<file path="src/rtl/riscv_mem_pkg.sv">
// Shared definitions for the byte-serial memory controller.
// Contents:
//   state_e        controller FSM states
//   LEN_*          ls_len encodings (number of bytes minus one)
//   IO_SEL_DEFAULT default value of address bits [17:16] that select the I/O space
//   is_io_addr     returns 1 when an address falls in the I/O space
package riscv_mem_pkg;

    typedef enum logic [1:0] {
        IDLE  = 2'd0,
        IF_RD = 2'd1,
        LS_RD = 2'd2,
        LS_WR = 2'd3
    } state_e;

    localparam logic [1:0] LEN_BYTE = 2'd0;
    localparam logic [1:0] LEN_HALF = 2'd1;
    localparam logic [1:0] LEN_WORD = 2'd3;

    localparam logic [1:0] IO_SEL_DEFAULT = 2'b11;

    function automatic logic is_io_addr(input logic [31:0] addr, input logic [1:0] sel);
        return addr[17:16] == sel;
    endfunction

endpackage

</file>
<file path="src/rtl/mem_ctrl_if.sv">
// Bundle of every non-clock signal between the memory controller, its two requesters
// (instruction fetch and load/store) and the byte-wide RAM / I/O port.
// Signals:
//   mem_din, mem_dout, mem_a, mem_wr   byte-wide RAM port (read data one cycle late)
//   io_buffer_full                      I/O sink back-pressure
//   flush                               cancel an in-flight instruction fetch
//   if_req/if_addr/if_done/if_data      instruction-fetch handshake
//   ls_req/ls_wr/ls_addr/ls_len/ls_wdata/ls_done/ls_rdata  load/store handshake
// Modports:
//   slave   controller view
//   master  requester / memory-system view
interface mem_ctrl_if;

    logic [7:0]  mem_din;
    logic [7:0]  mem_dout;
    logic [31:0] mem_a;
    logic        mem_wr;
    logic        io_buffer_full;
    logic        flush;

    logic        if_req;
    logic [31:0] if_addr;
    logic        if_done;
    logic [31:0] if_data;

    logic        ls_req;
    logic        ls_wr;
    logic [31:0] ls_addr;
    logic [1:0]  ls_len;
    logic [31:0] ls_wdata;
    logic        ls_done;
    logic [31:0] ls_rdata;

    modport slave (
        input  mem_din, io_buffer_full, flush,
        input  if_req, if_addr,
        input  ls_req, ls_wr, ls_addr, ls_len, ls_wdata,
        output mem_dout, mem_a, mem_wr,
        output if_done, if_data,
        output ls_done, ls_rdata
    );

    modport master (
        output mem_din, io_buffer_full, flush,
        output if_req, if_addr,
        output ls_req, ls_wr, ls_addr, ls_len, ls_wdata,
        input  mem_dout, mem_a, mem_wr,
        input  if_done, if_data,
        input  ls_done, ls_rdata
    );

endinterface

</file>
<file path="src/rtl/mem_ctrl.sv">
// Byte-serial memory controller arbitrating instruction fetch and load/store traffic onto
// a single 8-bit RAM port. A transaction of n bytes presents address base+k in its k-th
// cycle; reads capture the RAM byte one cycle later into a little-endian merge register
// and signal done one cycle after the last capture; writes drive one byte per cycle and
// signal done the cycle after the last byte. Writes to the I/O space stall while the I/O
// sink is full. rdy_in low freezes everything.
// Ports:
//   clk_in   system clock, rising edge
//   rst_in   asynchronous active-high reset
//   rdy_in   global enable
//   bus      mem_ctrl_if.slave (RAM port, fetch and load/store handshakes)
// Parameters:
//   IO_SEL   value of address bits [17:16] that marks an I/O access
module mem_ctrl
    import riscv_mem_pkg::*;
#(
    parameter logic [1:0] IO_SEL = IO_SEL_DEFAULT
) (
    input  logic      clk_in,
    input  logic      rst_in,
    input  logic      rdy_in,
    mem_ctrl_if.slave bus
);

    state_e      state_q, state_d;
    logic [2:0]  cnt_q, cnt_d;       // cycles spent in the current transaction
    logic [2:0]  last_q, last_d;     // index of the final byte (bytes minus one)
    logic [31:0] base_q, base_d;
    logic [31:0] wdata_q, wdata_d;
    logic [31:0] asm_q, asm_d;       // read byte merge register
    logic [31:0] if_data_q, if_data_d;
    logic [31:0] ls_rdata_q, ls_rdata_d;

    logic [31:0] byte_addr;
    logic        addr_phase;
    logic [1:0]  lane;

    logic [31:0] mem_a;
    logic [7:0]  mem_dout;
    logic        mem_wr;
    logic        if_done;
    logic        ls_done;
    logic        ls_rd_done;

    assign byte_addr  = base_q + {29'd0, cnt_q};
    assign addr_phase = (cnt_q <= last_q);
    // The byte captured at count c was addressed at count c-1.
    assign lane       = cnt_q[1:0] - 2'd1;

    always_comb begin
        state_d    = state_q;
        cnt_d      = cnt_q;
        last_d     = last_q;
        base_d     = base_q;
        wdata_d    = wdata_q;
        asm_d      = asm_q;
        if_data_d  = if_data_q;
        ls_rdata_d = ls_rdata_q;
        mem_a      = 32'd0;
        mem_dout   = 8'd0;
        mem_wr     = 1'b0;
        if_done    = 1'b0;
        ls_done    = 1'b0;
        ls_rd_done = 1'b0;

        unique case (state_q)
            IDLE: begin
                // Load/store wins over a simultaneous fetch; flush only blocks fetch.
                if (bus.ls_req) begin
                    state_d = bus.ls_wr ? LS_WR : LS_RD;
                    base_d  = bus.ls_addr;
                    wdata_d = bus.ls_wdata;
                    last_d  = {1'b0, bus.ls_len};
                    cnt_d   = 3'd0;
                    asm_d   = 32'd0;
                end else if (bus.if_req && !bus.flush) begin
                    state_d = IF_RD;
                    base_d  = bus.if_addr;
                    last_d  = {1'b0, LEN_WORD};
                    cnt_d   = 3'd0;
                    asm_d   = 32'd0;
                end
            end

            IF_RD, LS_RD: begin
                if (addr_phase) begin
                    mem_a = byte_addr;
                end
                if (state_q == IF_RD && bus.flush) begin
                    state_d = IDLE;
                    cnt_d   = 3'd0;
                end else if (cnt_q == last_q + 3'd2) begin
                    // Every byte is merged; publish the word for one cycle.
                    state_d = IDLE;
                    cnt_d   = 3'd0;
                    if (state_q == IF_RD) begin
                        if_done   = 1'b1;
                        if_data_d = asm_q;
                    end else begin
                        ls_done    = 1'b1;
                        ls_rd_done = 1'b1;
                        ls_rdata_d = asm_q;
                    end
                end else begin
                    if (cnt_q != 3'd0) begin
                        asm_d[{lane, 3'b000} +: 8] = bus.mem_din;
                    end
                    cnt_d = cnt_q + 3'd1;
                end
            end

            LS_WR: begin
                if (addr_phase) begin
                    mem_a    = byte_addr;
                    mem_dout = wdata_q[{cnt_q[1:0], 3'b000} +: 8];
                    // A full I/O sink holds the current byte without writing it.
                    if (!(is_io_addr(byte_addr, IO_SEL) && bus.io_buffer_full)) begin
                        mem_wr = 1'b1;
                        cnt_d  = cnt_q + 3'd1;
                    end
                end else begin
                    ls_done = 1'b1;
                    state_d = IDLE;
                    cnt_d   = 3'd0;
                end
            end

            default: begin
                state_d = IDLE;
                cnt_d   = 3'd0;
            end
        endcase

        if (!rdy_in) begin
            state_d    = state_q;
            cnt_d      = cnt_q;
            last_d     = last_q;
            base_d     = base_q;
            wdata_d    = wdata_q;
            asm_d      = asm_q;
            if_data_d  = if_data_q;
            ls_rdata_d = ls_rdata_q;
            mem_wr     = 1'b0;
            if_done    = 1'b0;
            ls_done    = 1'b0;
            ls_rd_done = 1'b0;
        end
    end

    always_ff @(posedge clk_in or posedge rst_in) begin
        if (rst_in) begin
            state_q    <= IDLE;
            cnt_q      <= 3'd0;
            last_q     <= 3'd0;
            base_q     <= 32'd0;
            wdata_q    <= 32'd0;
            asm_q      <= 32'd0;
            if_data_q  <= 32'd0;
            ls_rdata_q <= 32'd0;
        end else begin
            state_q    <= state_d;
            cnt_q      <= cnt_d;
            last_q     <= last_d;
            base_q     <= base_d;
            wdata_q    <= wdata_d;
            asm_q      <= asm_d;
            if_data_q  <= if_data_d;
            ls_rdata_q <= ls_rdata_d;
        end
    end

    assign bus.mem_a    = mem_a;
    assign bus.mem_dout = mem_dout;
    assign bus.mem_wr   = mem_wr;
    assign bus.if_done  = if_done;
    assign bus.ls_done  = ls_done;
    // The word is visible during the done pulse and held in the register afterwards.
    assign bus.if_data  = if_done ? asm_q : if_data_q;
    assign bus.ls_rdata = ls_rd_done ? asm_q : ls_rdata_q;

endmodule

</file>
<file path="src/flat_wrapper.sv">
// flat-port wrapper written by rule: the top's interface ports become plain ports
module mem_ctrl_flat import riscv_mem_pkg::*;
#(
    parameter logic [1:0] IO_SEL = IO_SEL_DEFAULT
)
  (clk_in, rst_in, rdy_in, bus_mem_din, bus_io_buffer_full, bus_flush, bus_if_req, bus_if_addr, bus_ls_req, bus_ls_wr, bus_ls_addr, bus_ls_len, bus_ls_wdata, bus_mem_dout, bus_mem_a, bus_mem_wr, bus_if_done, bus_if_data, bus_ls_done, bus_ls_rdata);
  mem_ctrl_if bus_i ();
  input  logic clk_in;
  input  logic rst_in;
  input  logic rdy_in;
  input wire logic [$bits(bus_i.mem_din)-1:0] bus_mem_din;
  input wire logic [$bits(bus_i.io_buffer_full)-1:0] bus_io_buffer_full;
  input wire logic [$bits(bus_i.flush)-1:0] bus_flush;
  input wire logic [$bits(bus_i.if_req)-1:0] bus_if_req;
  input wire logic [$bits(bus_i.if_addr)-1:0] bus_if_addr;
  input wire logic [$bits(bus_i.ls_req)-1:0] bus_ls_req;
  input wire logic [$bits(bus_i.ls_wr)-1:0] bus_ls_wr;
  input wire logic [$bits(bus_i.ls_addr)-1:0] bus_ls_addr;
  input wire logic [$bits(bus_i.ls_len)-1:0] bus_ls_len;
  input wire logic [$bits(bus_i.ls_wdata)-1:0] bus_ls_wdata;
  output wire logic [$bits(bus_i.mem_dout)-1:0] bus_mem_dout;
  output wire logic [$bits(bus_i.mem_a)-1:0] bus_mem_a;
  output wire logic [$bits(bus_i.mem_wr)-1:0] bus_mem_wr;
  output wire logic [$bits(bus_i.if_done)-1:0] bus_if_done;
  output wire logic [$bits(bus_i.if_data)-1:0] bus_if_data;
  output wire logic [$bits(bus_i.ls_done)-1:0] bus_ls_done;
  output wire logic [$bits(bus_i.ls_rdata)-1:0] bus_ls_rdata;
  assign bus_i.mem_din = bus_mem_din;
  assign bus_i.io_buffer_full = bus_io_buffer_full;
  assign bus_i.flush = bus_flush;
  assign bus_i.if_req = bus_if_req;
  assign bus_i.if_addr = bus_if_addr;
  assign bus_i.ls_req = bus_ls_req;
  assign bus_i.ls_wr = bus_ls_wr;
  assign bus_i.ls_addr = bus_ls_addr;
  assign bus_i.ls_len = bus_ls_len;
  assign bus_i.ls_wdata = bus_ls_wdata;
  assign bus_mem_dout = bus_i.mem_dout;
  assign bus_mem_a = bus_i.mem_a;
  assign bus_mem_wr = bus_i.mem_wr;
  assign bus_if_done = bus_i.if_done;
  assign bus_if_data = bus_i.if_data;
  assign bus_ls_done = bus_i.ls_done;
  assign bus_ls_rdata = bus_i.ls_rdata;
  mem_ctrl #(.IO_SEL(IO_SEL)) u_core (.clk_in(clk_in), .rst_in(rst_in), .rdy_in(rdy_in), .bus(bus_i));
endmodule
</file>
<file path="config.mk">
export PLATFORM = sky130hd
export DESIGN_NAME = mem_ctrl_flat
export DESIGN_NICKNAME = d
export VERILOG_FILES = /design/src/rtl/riscv_mem_pkg.sv /design/src/rtl/mem_ctrl_if.sv /design/src/rtl/mem_ctrl.sv /design/src/flat_wrapper.sv
export SDC_FILE = /design/constraint.sdc
export NUM_CORES = 1
export LEC_CHECK = 0
export CAP_MARGIN = 20
export CORE_ASPECT_RATIO = 1.4
export CORE_MARGIN = 2
export CORE_UTILIZATION = 49
export CTS_BUF_LIST = sky130_fd_sc_hd__clkbuf_16
export CTS_CLUSTER_DIAMETER = 150
export DETAILED_ROUTE_END_ITERATION = 6
export HOLD_SLACK_MARGIN = 0.03
export PLACE_DENSITY = 0.8
export SKIP_CTS_REPAIR_TIMING = 1
export SYNTH_ARGS = -nofsm -noshare
export SYNTH_HDL_FRONTEND = slang
export SYNTH_SLANG_ARGS = --single-unit
</file>
<file path="constraint.sdc">
create_clock -name clk_in -period 7.2 [get_ports clk_in]
set_clock_uncertainty 0.05 [all_clocks]
set_input_delay 2.16 -clock clk_in [delete_from_list [all_inputs] [get_ports clk_in]]
set_output_delay 2.16 -clock clk_in [all_outputs]
set_load 0.1 [all_outputs]
</file>
Word-level counts from Yosys, hierarchy flattened
Index checks and enable logic that the tools add are counted.
Storage, ports and cells
  word-level logic and storage cells: 96
  register bits after elaboration: 168
  input bits: 114
  output and inout port bits: 107
Cells by class
  bitwise gates (word level): 2
  shift-type cells: 3
  reductions and logical operators: 17
  add/sub/neg operators: 5
  order comparisons: 1
  muxes and demuxes: 48
  eq/ne operators: 12
Operators by type and width (number)
  $mux W32: 11
  $pmux W32 S2: 1
  $add A32 B3 Y32: 1
  $bwmux W32: 1
  $shift A8 B7 Y32 const A: 1
  $shiftx A32 B6 Y8: 1
  $shiftx A8 B7 Y32: 1
  $mux W3: 8
  $mux W1: 17
  $mux W8: 2
  $mux W2: 5
  $reduce_and A5 Y1: 2
  $pmux W3 S3: 1
  $reduce_and A3 Y1: 3
  $neg A5 Y7: 1
  $eq A2 B2 Y1 const B: 3
  $ne A2 B2 Y1 const B: 3
  $pmux W2 S3: 1
  $reduce_and A6 Y1: 1
  $reduce_and A4 Y1: 1
  $reduce_bool A2 Y1: 2
  $add A3 B1 Y3 const B: 1
  $add A3 B2 Y3 const B: 1
  $eq A3 B3 Y1: 1
  15 further kinds: 18

Longest topological paths before layout
  word-level depth: 8
  depth in mapped cells: 10
  depth with buffers taken out: 8

Worst setup path before layout
No wires, ideal clock.
  kind: input port to output port
  start point: input port rdy_in
  end point: output port bus_if_data[15]
  arrival: 5121 ps
  cell stages on the path: 6
  required time: 4990 ps
  path slack: -131 ps
  path buffers: 3
  cells stage by stage: clkbuf_1 -> nand2_1 -> or3_1 -> buf_2 -> clkbuf_1 -> o21ai_0
Between the ends
  word-level cells in the longest chain between the ends: 2
RTL lines
  from (decl): RTL line flat_wrapper.sv:10  | input logic rdy_in;
  $mux W1: RTL line mem_ctrl.sv:134  | if (!rdy_in) begin
  $mux W32: RTL line mem_ctrl.sv:178  | assign bus.if_data = if_done ? asm_q : if_data_q;
  to (decl): RTL line flat_wrapper.sv:25  | output wire logic [$bits(bus_i.if_data)-1:0] bus_if_data;
Every way passes these cells.

Worst setup path after layout
  start point: input port rdy_in
  end point: output port bus_if_data[30]
Same word-level chain as after synthesis.

==> impl_metrics.py <==
metrics = {
    "logic_synthesis": {
        "synth-edff-count": 0,
        "ys_seq_area_share_pct": 49.10,
        "synth_fp_nets": 895,
        "synth.distinct_cells": 41,
        "synthFlopType": "dfrtp_1",
        "syn-cell-area_um2": 8512,
        "avgSynthCellArea_um2": 11.11,
        "synth_cells": 766,
        "synth-async-reset-ratio_pct": 100.0,
        "yosysWarnings": 0,
        "ys_ff_latch": 167,
    },
    "placement": {
        "placed_area_um2": 11060,
        "routabilityCongestion": 0.8127,
        "port_buffers": 220,
        "hpwl_mm": 15.15,
        "post-place-ws_ps": 596.5,
    },
    "die": {
        "die_w_um": 115.4,
        "dieHeight_um": 159.9,
        "initial_core_util_pct": 49.52,
        "dieArea_um2": 18460,
        "core_um2": 17190,
        "pin_count": 221,
        "num_rows": 57,
    },
    "cells_and_area": {
        "final_nets": 1103,
        "post-route-util_pct": 67.74,
        "stdcell_area_um2": 11640,
        "layout_commonest_cell": "dfrtp_1",
        "area_growth_pct": 36.78,
        "layout_common_cells": "167 x dfrtp_1, 128 x mux2_2, 124 x clkdlybuf4s50_1, 89 x o21ai_0, 74 x buf_4",
        "drive_gt1_share_pct": 28.40,
    },
    "detailed_routing": {
        "vias": 6424,
        "wl_per_cell_um": 16.65,
        "wl_mm": 20.36,
        "drt-initial-drc-count": 314,
        "post_drt_via_cell_ratio": 5.253,
        "dr.pass1.iters": 6,
        "drc": 0,
        "ant_nets": 0,
    },
    "sta": {
        "timing.final.crit_share_pct": 91.89,
        "setup_violations": 0,
        "finalSetupTns_ps": 0,
        "hold_viol_final": 0,
        "fin_ws_ps": 583.7,
        "tightestPinTransition_ps": 1038,
        "maxSlewViolCount": 0,
        "clock.fmax_mhz": 151.1,
        "rsz0062_at_grt": "no",
        "slew_headroom_pct": 30.29,
        "period_minus_slack_ps": 6616,
    },
    "global_routing": {
        "grt_antenna_before_repair": 1,
        "grt_max_degree": 82,
        "grt_pass1_wl_mm": 33.45,
        "grt_overflow": 0,
        "grt_pass1_vias": 6635,
        "grt_usage_pct": 23.15,
    },
    "critical_path": {
        "r2r_cells": 8,
        "cp.required_ps": 4990,
        "critPathArrivalTime_ps": 4410,
        "crit_path_end_kind": "output pin",
        "cp-startpoint": "rdy_in",
        "startpoint_type": "input pin",
        "criticalPathCategory": "in2out",
        "critPathMaxFanout": 55,
        "reg2reg_from": "u_core.cnt_q[0]",
    },
    "clocking": {
        "cts_made_buffers": 17,
        "clk_root_buffer_cell": "clkbuf_16",
        "clock_latency_ps": 420,
        "cts_tree": "done",
        "cts_sinks": 167,
        "h-tree-depth": 4,
        "cts_buffer_depth": 2,
        "cts.clk_slew.worst_paths_ps": 60,
    },
    "worst_hold_path": {
        "min_path_cells": 2,
        "hold_path_class": "reg2reg",
        "holdCritStartpoint": "u_core.if_data_q[14]",
    },
    "pwr": {
        "p_per_area_nw_per_um2": 451.8,
        "ir_drop_uv": 287.3,
        "design_power_total_uw": 5260,
        "p_leak_uw": 0.005408,
    },
    "run": {
        "maxCapViolations": 0,
    },
    "run_status": {
        "status": "finished clean",
    },
}
worst max-delay path, stage by stage:
cell and delay [ps]:
clkdlybuf4s50_1 620, nand2_1 70, or3_2 600, buf_12 250
buf_4 200, mux2_2 300, buf_12 170
layout make-up:
cell class / instances / area (µm²)
Clock inverter: 14 / 143.9
Antenna cell: 1 / 2.502
Multi-Input combinational cell: 524 / 4041
Tap cell: 236 / 295.3
Sequential cell: 167 / 4179
Fill cell: 1308 / 5545
Clock buffer: 17 / 425.4
Timing Repair Buffer: 230 / 2422
Inverter: 34 / 132.6
sequential cells by signal, summed over array words and instances (netlist names):
| signal | cells |
|---|---|
| u_core.if_data_q | 32 |
| u_core.ls_rdata_q | 32 |
| u_core.wdata_q | 32 |
| u_core.asm_q | 32 |
| u_core.state_q | 2 |
| u_core.cnt_q | 3 |
| u_core.base_q | 32 |
| u_core.last_q | 2 |
where the power goes:
| group | internal, µW | switching [µW] |
|---|---|---|
| Combinational | 821 | 2030 |
| Clock | 484 | 399 |
| Sequential | 1270 | 255 |
| Total | 2570 | 2690 |
path summary, 6_finish.rpt:
path	to	slack, ps
worst max-delay path	bus_if_data[30]	580
worst min-delay path	u_core.if_data_q[14]	420
worst max register to register	u_core.if_data_q[28]	3590
worst min register to register	u_core.if_data_q[14]	420
max in group asynchronous	u_core.if_data_q[28]	3840
min in group asynchronous	u_core.if_data_q[9]	2200
synthesized netlist by cell type (14+ instances only):
cell / count / share of area, %
o21ai_0: 89 / 5.2
nand3_1: 29 / 1.7
xor2_1: 15 / 1.5
clkbuf_1: 25 / 1.1
nand2_1: 68 / 3.0
mux2i_1: 35 / 4.1
inv_1: 34 / 1.5
a21oi_1: 14 / 0.82
dfrtp_1: 167 / 49
a22o_1: 16 / 1.6
ha_1: 14 / 2.1
nor2_1: 34 / 1.5
mux2_2: 128 / 17
metrics by stage:
step / std cells / hold slack [ps]
3_3_place_gp: 1190 / 405.0
2_1_floorplan: 766 / 388.7
4_1_cts: 1221 / 427.6
3_5_place_dp: 1190 / 412.7
5_1_grt: 1223 / 450.9
6_report: 1223 / 421.7
kinds of logic (layout without fill, tap and decap cells):
kind of cell             after synthesis  after routing  share of synthesized area, %
AND/OR/NAND/NOR                      182            182                         10.55
multiplexers                         171            171                         23.17
flip-flops                           167            167                         49.10
AO/OA/AOI/OAI                        131            131                         8.849
buffers and inverters                 75            295                         3.469
XOR/XNOR                              25             25                         2.572
adder cells (fa/ha/maj)               15             15                         2.293
other                                  0              1                             0
per-layer routing:
layer | global-route usage (%) | vias to the layer above | wire, µm | share of wire (%)
met4 | 9.529 | 0 | 622 | 3.1
li1 | - | 3112 | - | -
met3 | 5.579 | 31 | 1022 | 5.0
met1 | 27.10 | 3103 | 7924 | 39
met2 | 40.14 | 178 | 10790 | 53
met5 | 0 | - | 0 | 0
No activity file was read; power rests on OpenSTA's default activity.
